**src/rtl/alu_issue_stage_if.sv**
```systemverilog
// Bundle of all issue-stage signals between register read, the issue stage
// and the ALU. The slave modport is the issue stage's view; the master
// modport is the surrounding pipeline's (or a bench's) view.
interface alu_issue_stage_if #(
  parameter int XLEN = 32
);
  logic            flush_i;
  logic            in_valid_i;
  logic            in_ready_o;
  logic [31:0]     instr_i;
  logic [XLEN-1:0] rs1_data_i;
  logic [XLEN-1:0] rs2_data_i;
  logic            ex_we_i;
  logic [4:0]      ex_rd_i;
  logic [XLEN-1:0] ex_data_i;
  logic            wb_we_i;
  logic [4:0]      wb_rd_i;
  logic [XLEN-1:0] wb_data_i;
  logic            out_valid_o;
  logic            out_ready_i;
  logic [3:0]      ALUCtl_o;
  logic [XLEN-1:0] Op1_o;
  logic [XLEN-1:0] Op2_o;
  logic [4:0]      rd_o;
  logic            reg_write_o;
  logic            illegal_o;

  modport slave (
    input  flush_i, in_valid_i, instr_i, rs1_data_i, rs2_data_i,
    input  ex_we_i, ex_rd_i, ex_data_i, wb_we_i, wb_rd_i, wb_data_i,
    input  out_ready_i,
    output in_ready_o, out_valid_o, ALUCtl_o, Op1_o, Op2_o, rd_o,
    output reg_write_o, illegal_o
  );

  modport master (
    output flush_i, in_valid_i, instr_i, rs1_data_i, rs2_data_i,
    output ex_we_i, ex_rd_i, ex_data_i, wb_we_i, wb_rd_i, wb_data_i,
    output out_ready_i,
    input  in_ready_o, out_valid_o, ALUCtl_o, Op1_o, Op2_o, rd_o,
    input  reg_write_o, illegal_o
  );
endinterface

```
**src/rtl/alu_issue_stage.sv**
```systemverilog
// ID/EX issue stage for the RV32I integer ALU: decodes R/I arithmetic and
// logic instructions into ALU control codes, resolves Op1/Op2 with EX>WB
// forwarding, and registers the result behind a valid/ready boundary.
//
// Handshake: an instruction enters when in_valid_i && in_ready_o, with
// in_ready_o = !out_valid_o || out_ready_i; it leaves when
// out_valid_o && out_ready_i. While out_valid_o=1 and out_ready_i=0 every
// output holds. flush_i on an edge drops the held and the incoming
// instruction and wins over a simultaneous transfer.
module alu_issue_stage #(
  parameter int XLEN = 32
) (
  input  logic               clk_i,
  input  logic               rst_i,
  alu_issue_stage_if.slave   bus
);

  localparam logic [3:0] ALU_CTL_AND = 4'b0000;
  localparam logic [3:0] ALU_CTL_OR  = 4'b0001;
  localparam logic [3:0] ALU_CTL_ADD = 4'b0010;
  localparam logic [3:0] ALU_CTL_XOR = 4'b0011;
  localparam logic [3:0] ALU_CTL_SUB = 4'b0110;
  localparam logic [3:0] ALU_CTL_SLT = 4'b0111;

  localparam logic [6:0] OPC_R = 7'b0110011;
  localparam logic [6:0] OPC_I = 7'b0010011;

  logic [6:0]      w_opcode;
  logic [2:0]      w_funct3;
  logic [6:0]      w_funct7;
  logic [4:0]      w_rs1;
  logic [4:0]      w_rs2;
  logic [4:0]      w_rd;
  logic [XLEN-1:0] w_imm;
  logic            w_f3_ok;
  logic [3:0]      w_f3_ctl;
  logic            w_legal;
  logic [3:0]      w_ctl;
  logic            w_is_imm;
  logic [XLEN-1:0] w_rs1_val;
  logic [XLEN-1:0] w_rs2_val;
  logic [XLEN-1:0] w_op2;
  logic            w_in_ready;
  logic            w_fire;

  logic            r_out_valid;
  logic [3:0]      r_alu_ctl;
  logic [XLEN-1:0] r_op1;
  logic [XLEN-1:0] r_op2;
  logic [4:0]      r_rd;
  logic            r_reg_write;
  logic            r_illegal;

  assign w_opcode = bus.instr_i[6:0];
  assign w_rd     = bus.instr_i[11:7];
  assign w_funct3 = bus.instr_i[14:12];
  assign w_rs1    = bus.instr_i[19:15];
  assign w_rs2    = bus.instr_i[24:20];
  assign w_funct7 = bus.instr_i[31:25];
  assign w_imm    = {{(XLEN-12){bus.instr_i[31]}}, bus.instr_i[31:20]};

  assign w_in_ready = !r_out_valid || bus.out_ready_i;
  assign w_fire     = bus.in_valid_i && w_in_ready;

  // funct3 table shared by R (funct7=0) and I forms; shifts and SLTU are absent
  always_comb begin
    w_f3_ok  = 1'b1;
    w_f3_ctl = ALU_CTL_ADD;
    case (w_funct3)
      3'b000:  w_f3_ctl = ALU_CTL_ADD;
      3'b010:  w_f3_ctl = ALU_CTL_SLT;
      3'b100:  w_f3_ctl = ALU_CTL_XOR;
      3'b110:  w_f3_ctl = ALU_CTL_OR;
      3'b111:  w_f3_ctl = ALU_CTL_AND;
      default: w_f3_ok  = 1'b0;
    endcase
  end

  // opcode/funct7 qualification of the funct3 table, plus the SUB special case
  always_comb begin
    w_legal  = 1'b0;
    w_ctl    = ALU_CTL_ADD;
    w_is_imm = 1'b0;
    if (w_opcode == OPC_R) begin
      if (w_funct7 == 7'b0000000) begin
        w_legal = w_f3_ok;
        w_ctl   = w_f3_ctl;
      end else if (w_funct7 == 7'b0100000 && w_funct3 == 3'b000) begin
        w_legal = 1'b1;
        w_ctl   = ALU_CTL_SUB;
      end
    end else if (w_opcode == OPC_I) begin
      w_is_imm = 1'b1;
      w_legal  = w_f3_ok;
      w_ctl    = w_f3_ctl;
    end
  end

  // rs1 operand: x0 reads zero, then EX result, then WB result, then regfile
  always_comb begin
    w_rs1_val = bus.rs1_data_i;
    if (w_rs1 == 5'd0)
      w_rs1_val = '0;
    else if (bus.ex_we_i && bus.ex_rd_i == w_rs1)
      w_rs1_val = bus.ex_data_i;
    else if (bus.wb_we_i && bus.wb_rd_i == w_rs1)
      w_rs1_val = bus.wb_data_i;
  end

  // rs2 operand with the same priority; only used by R-type
  always_comb begin
    w_rs2_val = bus.rs2_data_i;
    if (w_rs2 == 5'd0)
      w_rs2_val = '0;
    else if (bus.ex_we_i && bus.ex_rd_i == w_rs2)
      w_rs2_val = bus.ex_data_i;
    else if (bus.wb_we_i && bus.wb_rd_i == w_rs2)
      w_rs2_val = bus.wb_data_i;
  end

  assign w_op2 = w_is_imm ? w_imm : w_rs2_val;

  // ID/EX pipeline register: flush beats capture, illegal words only pulse illegal
  always_ff @(posedge clk_i or posedge rst_i) begin
    if (rst_i) begin
      r_out_valid <= 1'b0;
      r_alu_ctl   <= ALU_CTL_ADD;
      r_op1       <= '0;
      r_op2       <= '0;
      r_rd        <= 5'd0;
      r_reg_write <= 1'b0;
      r_illegal   <= 1'b0;
    end else begin
      r_illegal <= 1'b0;
      if (bus.flush_i) begin
        r_out_valid <= 1'b0;
      end else if (w_fire) begin
        if (w_legal) begin
          r_out_valid <= 1'b1;
          r_alu_ctl   <= w_ctl;
          r_op1       <= w_rs1_val;
          r_op2       <= w_op2;
          r_rd        <= w_rd;
          r_reg_write <= (w_rd != 5'd0);
        end else begin
          r_out_valid <= 1'b0;
          r_illegal   <= 1'b1;
        end
      end else if (bus.out_ready_i) begin
        r_out_valid <= 1'b0;
      end
    end
  end

  assign bus.in_ready_o  = w_in_ready;
  assign bus.out_valid_o = r_out_valid;
  assign bus.ALUCtl_o    = r_alu_ctl;
  assign bus.Op1_o       = r_op1;
  assign bus.Op2_o       = r_op2;
  assign bus.rd_o        = r_rd;
  assign bus.reg_write_o = r_reg_write;
  assign bus.illegal_o   = r_illegal;

endmodule

```
**src/flat_wrapper.sv**
```systemverilog
// flat-port wrapper written by rule: the top's interface ports become plain ports
module alu_issue_stage_flat 
#(
  parameter int XLEN = 32
)
  (clk_i, rst_i, bus_flush_i, bus_in_valid_i, bus_instr_i, bus_rs1_data_i, bus_rs2_data_i, bus_ex_we_i, bus_ex_rd_i, bus_ex_data_i, bus_wb_we_i, bus_wb_rd_i, bus_wb_data_i, bus_out_ready_i, bus_in_ready_o, bus_out_valid_o, bus_ALUCtl_o, bus_Op1_o, bus_Op2_o, bus_rd_o, bus_reg_write_o, bus_illegal_o);
  alu_issue_stage_if #(.XLEN(XLEN)) bus_i ();
  input  logic clk_i;
  input  logic rst_i;
  input wire logic [$bits(bus_i.flush_i)-1:0] bus_flush_i;
  input wire logic [$bits(bus_i.in_valid_i)-1:0] bus_in_valid_i;
  input wire logic [$bits(bus_i.instr_i)-1:0] bus_instr_i;
  input wire logic [$bits(bus_i.rs1_data_i)-1:0] bus_rs1_data_i;
  input wire logic [$bits(bus_i.rs2_data_i)-1:0] bus_rs2_data_i;
  input wire logic [$bits(bus_i.ex_we_i)-1:0] bus_ex_we_i;
  input wire logic [$bits(bus_i.ex_rd_i)-1:0] bus_ex_rd_i;
  input wire logic [$bits(bus_i.ex_data_i)-1:0] bus_ex_data_i;
  input wire logic [$bits(bus_i.wb_we_i)-1:0] bus_wb_we_i;
  input wire logic [$bits(bus_i.wb_rd_i)-1:0] bus_wb_rd_i;
  input wire logic [$bits(bus_i.wb_data_i)-1:0] bus_wb_data_i;
  input wire logic [$bits(bus_i.out_ready_i)-1:0] bus_out_ready_i;
  output wire logic [$bits(bus_i.in_ready_o)-1:0] bus_in_ready_o;
  output wire logic [$bits(bus_i.out_valid_o)-1:0] bus_out_valid_o;
  output wire logic [$bits(bus_i.ALUCtl_o)-1:0] bus_ALUCtl_o;
  output wire logic [$bits(bus_i.Op1_o)-1:0] bus_Op1_o;
  output wire logic [$bits(bus_i.Op2_o)-1:0] bus_Op2_o;
  output wire logic [$bits(bus_i.rd_o)-1:0] bus_rd_o;
  output wire logic [$bits(bus_i.reg_write_o)-1:0] bus_reg_write_o;
  output wire logic [$bits(bus_i.illegal_o)-1:0] bus_illegal_o;
  assign bus_i.flush_i = bus_flush_i;
  assign bus_i.in_valid_i = bus_in_valid_i;
  assign bus_i.instr_i = bus_instr_i;
  assign bus_i.rs1_data_i = bus_rs1_data_i;
  assign bus_i.rs2_data_i = bus_rs2_data_i;
  assign bus_i.ex_we_i = bus_ex_we_i;
  assign bus_i.ex_rd_i = bus_ex_rd_i;
  assign bus_i.ex_data_i = bus_ex_data_i;
  assign bus_i.wb_we_i = bus_wb_we_i;
  assign bus_i.wb_rd_i = bus_wb_rd_i;
  assign bus_i.wb_data_i = bus_wb_data_i;
  assign bus_i.out_ready_i = bus_out_ready_i;
  assign bus_in_ready_o = bus_i.in_ready_o;
  assign bus_out_valid_o = bus_i.out_valid_o;
  assign bus_ALUCtl_o = bus_i.ALUCtl_o;
  assign bus_Op1_o = bus_i.Op1_o;
  assign bus_Op2_o = bus_i.Op2_o;
  assign bus_rd_o = bus_i.rd_o;
  assign bus_reg_write_o = bus_i.reg_write_o;
  assign bus_illegal_o = bus_i.illegal_o;
  alu_issue_stage #(.XLEN(XLEN)) u_core (.clk_i(clk_i), .rst_i(rst_i), .bus(bus_i));
endmodule
```
**config.mk**
```make
export PLATFORM = sky130hd
export DESIGN_NAME = alu_issue_stage_flat
export DESIGN_NICKNAME = d
export VERILOG_FILES = /design/src/rtl/alu_issue_stage_if.sv /design/src/rtl/alu_issue_stage.sv /design/src/flat_wrapper.sv
export SDC_FILE = /design/constraint.sdc
export NUM_CORES = 1
export LEC_CHECK = 0
export BUFFER_PORTS_ARGS = -buffer_cell sky130_fd_sc_hd__buf_4
export CORE_AREA = 3 3 112 114
export DETAILED_ROUTE_END_ITERATION = 12
export DIE_AREA = 0 0 115 117
export HOLD_SLACK_MARGIN = 0.08
export PLACE_DENSITY = 0.76
export SETUP_SLACK_MARGIN = 0.5
export SYNTH_ARGS = -nofsm -noshare
export SYNTH_HDL_FRONTEND = slang
export SYNTH_SLANG_ARGS = --single-unit
```
**constraint.sdc**
```tcl
create_clock -name clk_i -period 2.5 [get_ports clk_i]
set_clock_uncertainty 0.15 [all_clocks]
set_input_delay 0.5 -clock clk_i [delete_from_list [all_inputs] [get_ports clk_i]]
set_output_delay 0.5 -clock clk_i [all_outputs]
set_load 0.1 [all_outputs]
```
==> results of run 1 <==
-- layout make-up --
| type | count | area [µm²] | area share |
|---|---|---|---|
| Multi-Input combinational cell | 416 | 3190 | 0.391 |
| Timing Repair Buffer | 295 | 2550 | 0.312 |
| Sequential cell | 75 | 1880 | 0.230 |
| Clock buffer | 13 | 280 | 0.0343 |
| Tap cell | 143 | 179 | 0.0219 |
| Clock inverter | 3 | 67.6 | 0.00827 |
| Inverter | 4 | 18.8 | 0.00230 |
-- state kept, by name (all words and copies together), names as in the netlist --
| name | flops |
|---|---|
| u_core.bus.rd_o | 5 |
| u_core.bus.Op2_o | 32 |
| u_core.bus.out_valid_o | 1 |
| u_core.bus.illegal_o | 1 |
| u_core.bus.Op1_o | 32 |
| u_core.bus.ALUCtl_o | 3 |
| u_core.bus.reg_write_o | 1 |
-- worst max-delay path: cells and delay by family --
kind,cells,cell delay [ns]
AND/OR/NAND/NOR,2,1.08
buffers and inverters,3,0.42
AO/OA/AOI/OAI,3,0.50
-- repair_timing --
item / in CTS / in global routing
gates resized for setup: 46 / 69
buffers inserted: 3 / 1
gates cloned: 7 / 3
pin swaps: 22 / 12
endpoints found under the setup margin: 74 / 74
hold buffers: 0 / 0
-- logic make-up after synthesis --
| group | count (synthesis) | synth area share |
|---|---|---|
| buffers and inverters | 62 | 0.0540 |
| and+or+nand+nor | 216 | 0.224 |
| muxes | 16 | 0.0385 |
| other | 1 | 0.000779 |
| AOI/OAI and AO/OA | 163 | 0.256 |
| xor gates and xnor gates | 20 | 0.0364 |
| DFF | 75 | 0.390 |
-- placed cells by master (no fill, tap or decap), types with 4 or more instances in the layout --
master / instances
buf_4: 271
dfrtp_1: 73
nor2_1: 68
and3_1: 65
a221oi_1: 64
o31ai_1: 36
nand2_4: 29
o31ai_2: 25
a21oi_1: 19
xor2_1: 12
and2_1: 11
mux2i_1: 11
clkbuf_16: 11
buf_12: 10
nand2_1: 9
buf_16: 8
a21oi_2: 7
xnor2_1: 6
nor3_1: 5
mux2_4: 5
o31ai_4: 4
clkbuf_8: 4
buf_6: 4
-- metal layers --
| layer | GRT usage | vias up | share of wire |
|---|---|---|---|
| met1 | 0.379 | 2849 | 0.36 |
| met2 | 0.517 | 469 | 0.49 |
| li1 | - | 2601 | - |
| met5 | 0 | - | 0 |
| met3 | 0.0715 | 86 | 0.11 |
| met4 | 0.129 | 0 | 0.039 |
-- metrics by stage --
stage / area [µm²] / std cells
final: 8170 / 949
after global routing: 8170 / 949
after CTS: 7770 / 945
after detailed placement: 7040 / 919
after global placement: 7040 / 919
after floorplan: 4860 / 553
-- power groups by stage --
stage | combinational, mW | clock (mW) | sequential [mW]
finish | 0.832 | 1.50 | 1.26
global route | 0.876 | 1.57 | 1.26
CTS | 0.793 | 1.51 | 1.25
detailed placement | 0.781 | 0 | 1.27
global placement | 0.770 | 0 | 1.27
floorplan | 0.245 | 0 | 1.42
-- final timing paths --
| path | endpoint | slack, ns | startpoint | cells after the start |
|---|---|---|---|---|
| worst min register to register | u_core.bus.ALUCtl_o[1] | 0.32 | u_core.bus.ALUCtl_o[1] | 2 |
| max in group asynchronous | u_core.bus.out_valid_o | 1.69 | rst_i | 3 |
| worst max-delay path | u_core.bus.Op2_o[13] | 0.05 | bus_instr_i[27] | 8 |
| worst min-delay path | u_core.bus.Op1_o[15] | 0.10 | rst_i | 3 |
| worst max register to register | u_core.bus.Op2_o[22] | 0.24 | u_core.bus.out_valid_o | 6 |
| min in group clk_i | u_core.bus.out_valid_o | 0.16 | bus_flush_i | 2 |
==> results.py, run 1 <==
metrics = {
    "status": {
        "status": "finished, final reports clean",
    },
    "detailed_routing": {
        "drt_pass1_iterations": 6,
        "via_per_inst": 6.33,
        "antenna_left": 0,
        "routedWlPerCell_um": 23.5,
        "totalWireLength_um": 22300,
        "drt-initial-drc-count": 742,
        "num_vias": 6005,
        "drc": 0,
    },
    "timing": {
        "hold_viol_final": 0,
        "finalCritPeriodShare": 0.980,
        "tns_ns": 0,
        "fin_crit_ns": 2.45,
        "worstMarginPinSlew_ns": 0.747,
        "finalSetupViolations": 0,
        "final_max_slew_viol_count": 0,
        "final.setup.worst_slack_ns": 0.0508,
        "whs_ns": 0.104,
        "rsz0062_at_grt": "yes",
        "slew_headroom": 0.502,
        "max_freq_mhz": 408,
    },
    "yosys": {
        "ys_seq_elements": 75,
        "synthArstFlopShare": 1.00,
        "netlist_top_cells_area": "dfrtp_1 (38%), a221oi_1 (12%), o31ai_1 (10%)",
        "synth_seq_area_share": 0.390,
        "synth_area_per_cell_um2": 8.71,
        "synth_cells": 553,
        "syn_nets": 730,
        "synth_edf_count": 0,
        "synth_top_area_share": 0.385,
        "synthTopCellsByCount": "dfrtp_1 (74), nor2_1 (69), and3_1 (65), o31ai_1 (65), a221oi_1 (64)",
        "synth.distinct_cells": 35,
        "synth_area_leader_cell": "dfrtp_1",
        "yosys_warnings": 0,
        "syn_area_um2": 4820,
        "synth_most_common_cell": "dfrtp_1",
        "synth_flop_cell": "dfrtp_1",
    },
    "power_and_ir_drop": {
        "ir_worst_vdd_mv": 0.279,
        "seqPwrFrac": 0.350,
        "total_power_mw": 3.58,
        "p_per_area_nw_per_um2": 439,
        "switching_share": 0.281,
        "p_switching_mw": 1.01,
        "power_leakage_nw": 4.16,
        "p_clk_frac": 0.418,
        "combPwrFrac": 0.232,
        "internal_power_mw": 2.58,
    },
    "min_path": {
        "hp-class": "input port to async pin",
    },
    "clock_network": {
        "clockBufferDepth": 2,
        "path_clk_slew_ns": 0.06,
        "cts_sinks": 75,
        "cts_made_buffers": 9,
        "root_buffer": "clkbuf_16",
        "h-tree-depth": 3,
        "clk_latency_ns": 0.33,
        "cts_tree": "yes",
    },
    "floorplan": {
        "rows": 39,
        "fp.dieH_um": 117,
        "io_pins": 254,
        "die_x_um": 115,
        "dieArea_um2": 13500,
        "core-area_um2": 11500,
        "start_util": 0.418,
    },
    "final_layout": {
        "layout-drive-gt1-share": 0.499,
        "antennaDiodeCount": 0,
        "finalNetCount": 978,
        "fill_cells": 886,
        "utilization": 0.710,
        "area_delta_synth_final_pct": 69.7,
    },
    "placed_design": {
        "place_ws_ns": -0.254,
        "port_buffers": 252,
        "place_congestion": 0.866,
        "dp_hpwl_um": 14300,
    },
    "worst_setup_path": {
        "cp_common_cell": "or4_4",
        "crit_chain": "buf_6 > or4_4 > o31a_1 > or4_4 > buf_12 > buf_16 > a21oi_2 > o31ai_1",
        "cp-end-kind": "register",
        "path_class": "input port to register",
        "slowest_stage": "or4_4",
        "cp_slowest_stage_delay_ns": 0.56,
        "setup.worst_path.start_class": "input port",
        "cp.arrival_ns": 2.51,
        "required_ns": 2.56,
        "cp_max_fo": 7,
    },
    "grt": {
        "overflow": 0,
        "grt_pass1_vias": 5918,
        "grt_max_degree": 76,
        "grt_util_all_layers": 0.307,
        "grt_pass1_wl_um": 31900,
        "antenna_found_initial": 0,
    },
    "job": {
        "drv_cap": 0,
    },
}
Power figures use the tool's default switching activity.
==> run 2: changes to the inputs <==
--- a/config.mk
+++ b/config.mk
@@ -10,7 +10,7 @@
 export DETAILED_ROUTE_END_ITERATION = 12
 export DIE_AREA = 0 0 115 117
 export HOLD_SLACK_MARGIN = 0.08
-export PLACE_DENSITY = 0.76
+export PLACE_DENSITY = 0.86
 export SETUP_SLACK_MARGIN = 0.5
 export SYNTH_ARGS = -nofsm -noshare
 export SYNTH_HDL_FRONTEND = slang
==> run 2 against run 1 <==
Net effect: worst hold slack improved by 0.052 ns; clock-buffer cell count shrank 1; total power fell by 3.2%; sequential power is essentially flat; critical path type unchanged; largest cell class unchanged.
==> results.py, run 2 (synthesis results as in run 1) <==
metrics = {
    "status": {
        "status": "finished, final reports clean",
    },
    "timing": {
        "finalCritPeriodShare": 0.985,
        "slew_headroom": 0.493,
        "fin_crit_ns": 2.46,
        "final_max_slew_viol_count": 0,
        "whs_ns": 0.155,
        "max_freq_mhz": 406,
        "rsz0062_at_grt": "yes",
        "finalSetupViolations": 0,
        "worstMarginPinSlew_ns": 0.760,
        "hold_viol_final": 0,
    },
    "floorplan": {
        "die_x_um": 115,
        "dieArea_um2": 13500,
        "fp.dieH_um": 117,
        "start_util": 0.418,
        "io_pins": 254,
        "rows": 39,
        "core-area_um2": 11500,
    },
    "worst_setup_path": {
        "cp.arrival_ns": 2.51,
        "required_ns": 2.54,
        "setup.worst_path.start_class": "input port",
        "path_class": "input port to register",
        "crit_chain": "buf_6 > or4_4 > o31a_1 > or4_4 > buf_12 > a21oi_1 > o31ai_1",
        "cp_max_fo": 16,
        "cp-end-kind": "register",
        "slowest_stage": "or4_4",
        "cp_common_cell": "or4_4",
        "cp_slowest_stage_delay_ns": 0.56,
    },
    "grt": {
        "grt_util_all_layers": 0.305,
        "grt_max_degree": 76,
        "overflow": 0,
        "grt_pass1_vias": 5916,
        "grt_pass1_wl_um": 31700,
        "antenna_found_initial": 0,
    },
    "power_and_ir_drop": {
        "power_leakage_nw": 4.08,
        "ir_worst_vdd_mv": 0.348,
        "total_power_mw": 3.47,
        "p_per_area_nw_per_um2": 438,
    },
    "clock_network": {
        "clk_latency_ns": 0.33,
        "cts_made_buffers": 9,
        "cts_tree": "yes",
        "root_buffer": "clkbuf_16",
        "path_clk_slew_ns": 0.06,
        "cts_sinks": 75,
        "clockBufferDepth": 2,
        "h-tree-depth": 3,
    },
    "min_path": {
        "hp-class": "input port to async pin",
    },
    "detailed_routing": {
        "num_vias": 5984,
        "antenna_left": 0,
        "drt-initial-drc-count": 634,
        "totalWireLength_um": 21800,
        "drt_pass1_iterations": 6,
        "drc": 0,
        "via_per_inst": 6.31,
        "routedWlPerCell_um": 23.0,
    },
    "final_layout": {
        "final_common_cell": "buf_4",
        "finalNonFillerCells": 949,
        "area_delta_synth_final_pct": 64.4,
        "antennaDiodeCount": 0,
        "layout_common_cells": "buf_4 (273), dfrtp_1 (73), nor2_1 (67)",
        "finalNetCount": 978,
        "fill_cells": 883,
        "layout-drive-gt1-share": 0.470,
    },
    "job": {
        "drv_cap": 0,
    },
    "placed_design": {
        "place_congestion": 0.909,
        "dp_hpwl_um": 14500,
        "dpl.cell_count": 920,
        "port_buffers": 252,
    },
}
==> run 2: cell types whose count changed in the layout (fill, tap and decap cells not counted), moves of 3 or more <==
cell / change
o31ai_4: -3
o31ai_1: +11
nand2_4: -11
nand2_1: +10
buf_12: -3
buf_6: +3
o31ai_2: -8
clkbuf_1: +3
clkbuf_8: -4
==> run 2: final cells by class <==
| type | instances | area [µm²] | share of cell area |
|---|---|---|---|
| multi-input cells | 416 | 3040 | 0.384 |
| repair buffers | 295 | 2490 | 0.314 |
| flip-flops and latches | 75 | 1880 | 0.238 |
| clock buffers | 12 | 236 | 0.0299 |
| well taps | 143 | 179 | 0.0226 |
| clock inverters | 4 | 73.8 | 0.00932 |
| inverters | 4 | 18.8 | 0.00237 |
==> run 2: final timing paths <==
path,start,cells past startpoint,slack [ns],to
worst max-delay path,bus_instr_i[27],7,0.04,u_core.bus.Op2_o[21]
worst min-delay path,rst_i,3,0.16,u_core.bus.Op2_o[25]
worst max register to register,u_core.bus.out_valid_o,6,0.26,u_core.bus.Op2_o[21]
worst min register to register,u_core.bus.ALUCtl_o[1],2,0.33,u_core.bus.ALUCtl_o[1]
max in group asynchronous,rst_i,3,1.70,u_core.bus.out_valid_o
min in group clk_i,bus_flush_i,2,0.17,u_core.bus.out_valid_o
==> run 2: metal layers <==
metal  wire (µm)  vias to the layer above  GRT usage
met3        2250                       87     0.0776
met1        7890                     2834      0.360
met4         990                        0      0.163
met5           0                        -          0
met2       10700                      472      0.512
li1            -                     2591          -
==> run 2: timing repair <==
action	in CTS	in global routing
resized for setup	58	29
hold endpoints to repair	0	0
pin swaps	18	8
cloned	6	2
buffers inserted	3	2
endpoints found under the setup margin	74	75
hold buffers	0	0
==> run 2: metrics by stage <==
step	util	TNS [ns]	setup slack, ns	instance area [µm²]
floorplan	-	-7.03	-0.144	4860
global placement	0.610	-16.57	-0.260	7020
detailed placement	0.610	-19.17	-0.325	7020
CTS	0.672	0	0.0983	7740
global route	0.688	0	0.0235	7920
finish	0.688	0	0.0386	7920
==> run 2: power breakdown <==
part           switching, mW  leakage (nW)  total, mW  internal (mW)
clock                  0.516         0.151       1.39          0.878
sequential            0.0180          1.03       1.25           1.23
combinational          0.473          2.89      0.824          0.351
==> run 2: worst max-delay path, delay by kind of cell <==
family | cells | cell delay [ns]
compound gates | 3 | 0.59
buf+inv | 2 | 0.30
simple gates | 2 | 1.11
==> run 3: changes to the inputs <==
--- a/config.mk
+++ b/config.mk
@@ -6,11 +6,12 @@
 export NUM_CORES = 1
 export LEC_CHECK = 0
 export BUFFER_PORTS_ARGS = -buffer_cell sky130_fd_sc_hd__buf_4
-export CORE_AREA = 3 3 112 114
+export CORE_AREA = 3 3 143 89
 export DETAILED_ROUTE_END_ITERATION = 12
-export DIE_AREA = 0 0 115 117
+export DIE_AREA = 0 0 146 92
+export GPL_ROUTABILITY_DRIVEN = 0
 export HOLD_SLACK_MARGIN = 0.08
-export PLACE_DENSITY = 0.86
+export PLACE_DENSITY = 0.87
 export SETUP_SLACK_MARGIN = 0.5
 export SYNTH_ARGS = -nofsm -noshare
 export SYNTH_HDL_FRONTEND = slang
==> run 3 against run 2 <==
Net effect: the run now ends with negative setup slack left; final area fell by 0.22%; non-clock buffer count did not move; sequential power about the same; core utilization is 0.71 points higher; critical endpoint is now u_core.bus.Op2_o[8]; fmax decreased by 2.7%; global-route usage is 0.56 points higher; register-to-register slack improved by 0.05 ns; via count increased by 0.85%; clock-buffer cell count decreased by 2; critical path depth stayed put; cell count rose by 1.8%.
==> results.py, run 3 (synthesis results as in run 1) <==
metrics = {
    "status": {
        "violations": "negative setup slack",
        "status": "finished, violations left",
    },
    "placed_design": {
        "place_ws_ns": -0.332,
        "dp_hpwl_um": 15900,
        "dpl.cell_count": 944,
        "port_buffers": 252,
    },
    "floorplan": {
        "fp.dieH_um": 92,
        "io_pins": 254,
        "core-area_um2": 11400,
        "rows": 30,
        "dieArea_um2": 13400,
        "die_x_um": 146,
        "start_util": 0.423,
    },
    "min_path": {
        "min_from": "bus_flush_i",
        "min_path_cells": 2,
        "hp-class": "input port to register",
        "hold_end": "u_core.bus.out_valid_o",
    },
    "timing": {
        "finalSetupViolations": 1,
        "fin_crit_ns": 2.53,
        "rsz0062_at_grt": "yes",
        "finalCritPeriodShare": 1.01,
        "final.setup.worst_slack_ns": -0.0289,
        "whs_ns": 0.167,
        "max_freq_mhz": 395,
        "worstMarginPinSlew_ns": 0.830,
        "slew_headroom": 0.447,
        "hold_viol_final": 0,
        "final_max_slew_viol_count": 0,
    },
    "worst_setup_path": {
        "required_ns": 2.55,
        "setup.worst_path.start_class": "input port",
        "cp.arrival_ns": 2.58,
        "cp_max_fo": 35,
        "path_class": "input port to register",
        "reg2reg_from": "u_core.bus.out_valid_o",
        "rr_endpoint": "u_core.bus.Op2_o[11]",
        "cp-end-kind": "register",
        "timing.reg2reg.setup_slack_ns": 0.31,
        "reg2reg_depth": 6,
    },
    "final_layout": {
        "layout_common_cells": "buf_4 (275), dfrtp_1 (73), nor2_1 (67)",
        "finalNetCount": 978,
        "antennaDiodeCount": 0,
        "area_delta_synth_final_pct": 64.0,
        "fill_cells": 876,
        "utilization": 0.695,
        "finalNonFillerCells": 966,
        "final_common_cell": "buf_4",
        "layout-drive-gt1-share": 0.464,
    },
    "power_and_ir_drop": {
        "ir_worst_vdd_mv": 0.296,
        "p_per_area_nw_per_um2": 421,
        "combPwrFrac": 0.257,
        "p_clk_frac": 0.367,
        "p_switching_mw": 1.04,
        "switching_share": 0.313,
        "total_power_mw": 3.33,
        "power_leakage_nw": 4.00,
        "seqPwrFrac": 0.375,
        "internal_power_mw": 2.29,
    },
    "clock_network": {
        "cts_sinks": 75,
        "root_buffer": "clkbuf_16",
        "h-tree-depth": 3,
        "cts_tree": "yes",
        "clockBufferDepth": 2,
        "clk_latency_ns": 0.33,
        "path_clk_slew_ns": 0.06,
        "cts_made_buffers": 9,
    },
    "detailed_routing": {
        "totalWireLength_um": 22600,
        "num_vias": 6035,
        "drc": 0,
        "drt_pass1_iterations": 5,
        "routedWlPerCell_um": 23.4,
        "drt-initial-drc-count": 650,
        "via_per_inst": 6.25,
        "antenna_left": 0,
    },
    "grt": {
        "grt_pass1_wl_um": 33200,
        "grt_util_all_layers": 0.311,
        "grt_max_degree": 43,
        "antenna_found_initial": 0,
        "gr-usage-met1": 0.413,
        "overflow": 0,
        "grt.busiest_layer": "met2",
        "use_met2": 0.491,
        "globalRouteMet3Util": 0.0933,
        "grt_pass1_vias": 6083,
    },
    "job": {
        "drv_cap": 0,
    },
}
==> run 3: changes by cell type in the layout (fill, tap and decap cells not counted), sizes merged <==
cell	previous run	this run
clkinv	1	3
buf	294	293
clkinvlp	1	4
inv	4	3
bufinv	2	0
dlygate4sd3	0	1
clkbuf	13	11
==> run 3: metrics by stage <==
step | area (µm²) | TNS (ns)
6_report | 7900 | -0.0289
2_1_floorplan | 4860 | -7.03
4_1_cts | 7490 | 0
3_3_place_gp | 7070 | -15.96
5_1_grt | 7900 | -0.0284
3_5_place_dp | 7070 | -19.20
==> run 3: area by class of cell <==
class,count,area (µm²),area share
multi-input cells,416,3130,0.397
well taps,160,200,0.0253
flip-flops and latches,75,1880,0.238
clock inverters,6,41.3,0.00523
repair buffers,295,2380,0.302
clock buffers,10,239,0.0303
inverters,4,18.8,0.00238
==> run 3: worst max path at each step <==
stage	from	to	slack (ns)	depth (start not counted)
2_1_floorplan	bus_instr_i[31]	u_core.bus.Op1_o[7]	-0.14	8
3_3_place_gp	bus_instr_i[31]	u_core.bus.rd_o[4]	-0.27	6
3_5_place_dp	bus_instr_i[31]	u_core.bus.Op2_o[30]	-0.33	7
4_1_cts	bus_instr_i[31]	u_core.bus.Op2_o[22]	0.06	7
5_1_grt	bus_instr_i[31]	u_core.bus.Op2_o[8]	-0.02	7
6_report	bus_instr_i[31]	u_core.bus.Op2_o[8]	-0.03	7
==> run 3: worst max-delay path, cell delays in order <==
cell and delay (ns):
buf_6 0.09, or4_4 0.55, o31a_1 0.32, or4_4 0.54, buf_12 0.21, mux2i_2 0.23, o31ai_1 0.11
==> run 3: power groups by stage <==
| stage | registers, mW | clock network [mW] | logic (mW) |
|---|---|---|---|
| 2_1_floorplan | 1.42 | 0 | 0.245 |
| 3_3_place_gp | 1.27 | 0 | 0.772 |
| 3_5_place_dp | 1.27 | 0 | 0.790 |
| 4_1_cts | 1.25 | 1.23 | 0.799 |
| 5_1_grt | 1.25 | 1.27 | 0.895 |
| 6_report | 1.25 | 1.22 | 0.855 |
==> run 3: metal layers <==
metal / up-vias / part of all wire
met2: 509 / 0.47
met4: 0 / 0.021
met3: 61 / 0.13
met5: - / 0
met1: 2880 / 0.38
li1: 2585 / -
==> run 3: timing repair <==
item	4_1_cts	5_1_grt
hold endpoints to repair	19	0
cloned	1	1
endpoints found under the setup margin	75	75
pin swaps	3	0
setup buffers	3	0
gates resized for setup	25	64
hold buffers	1	0
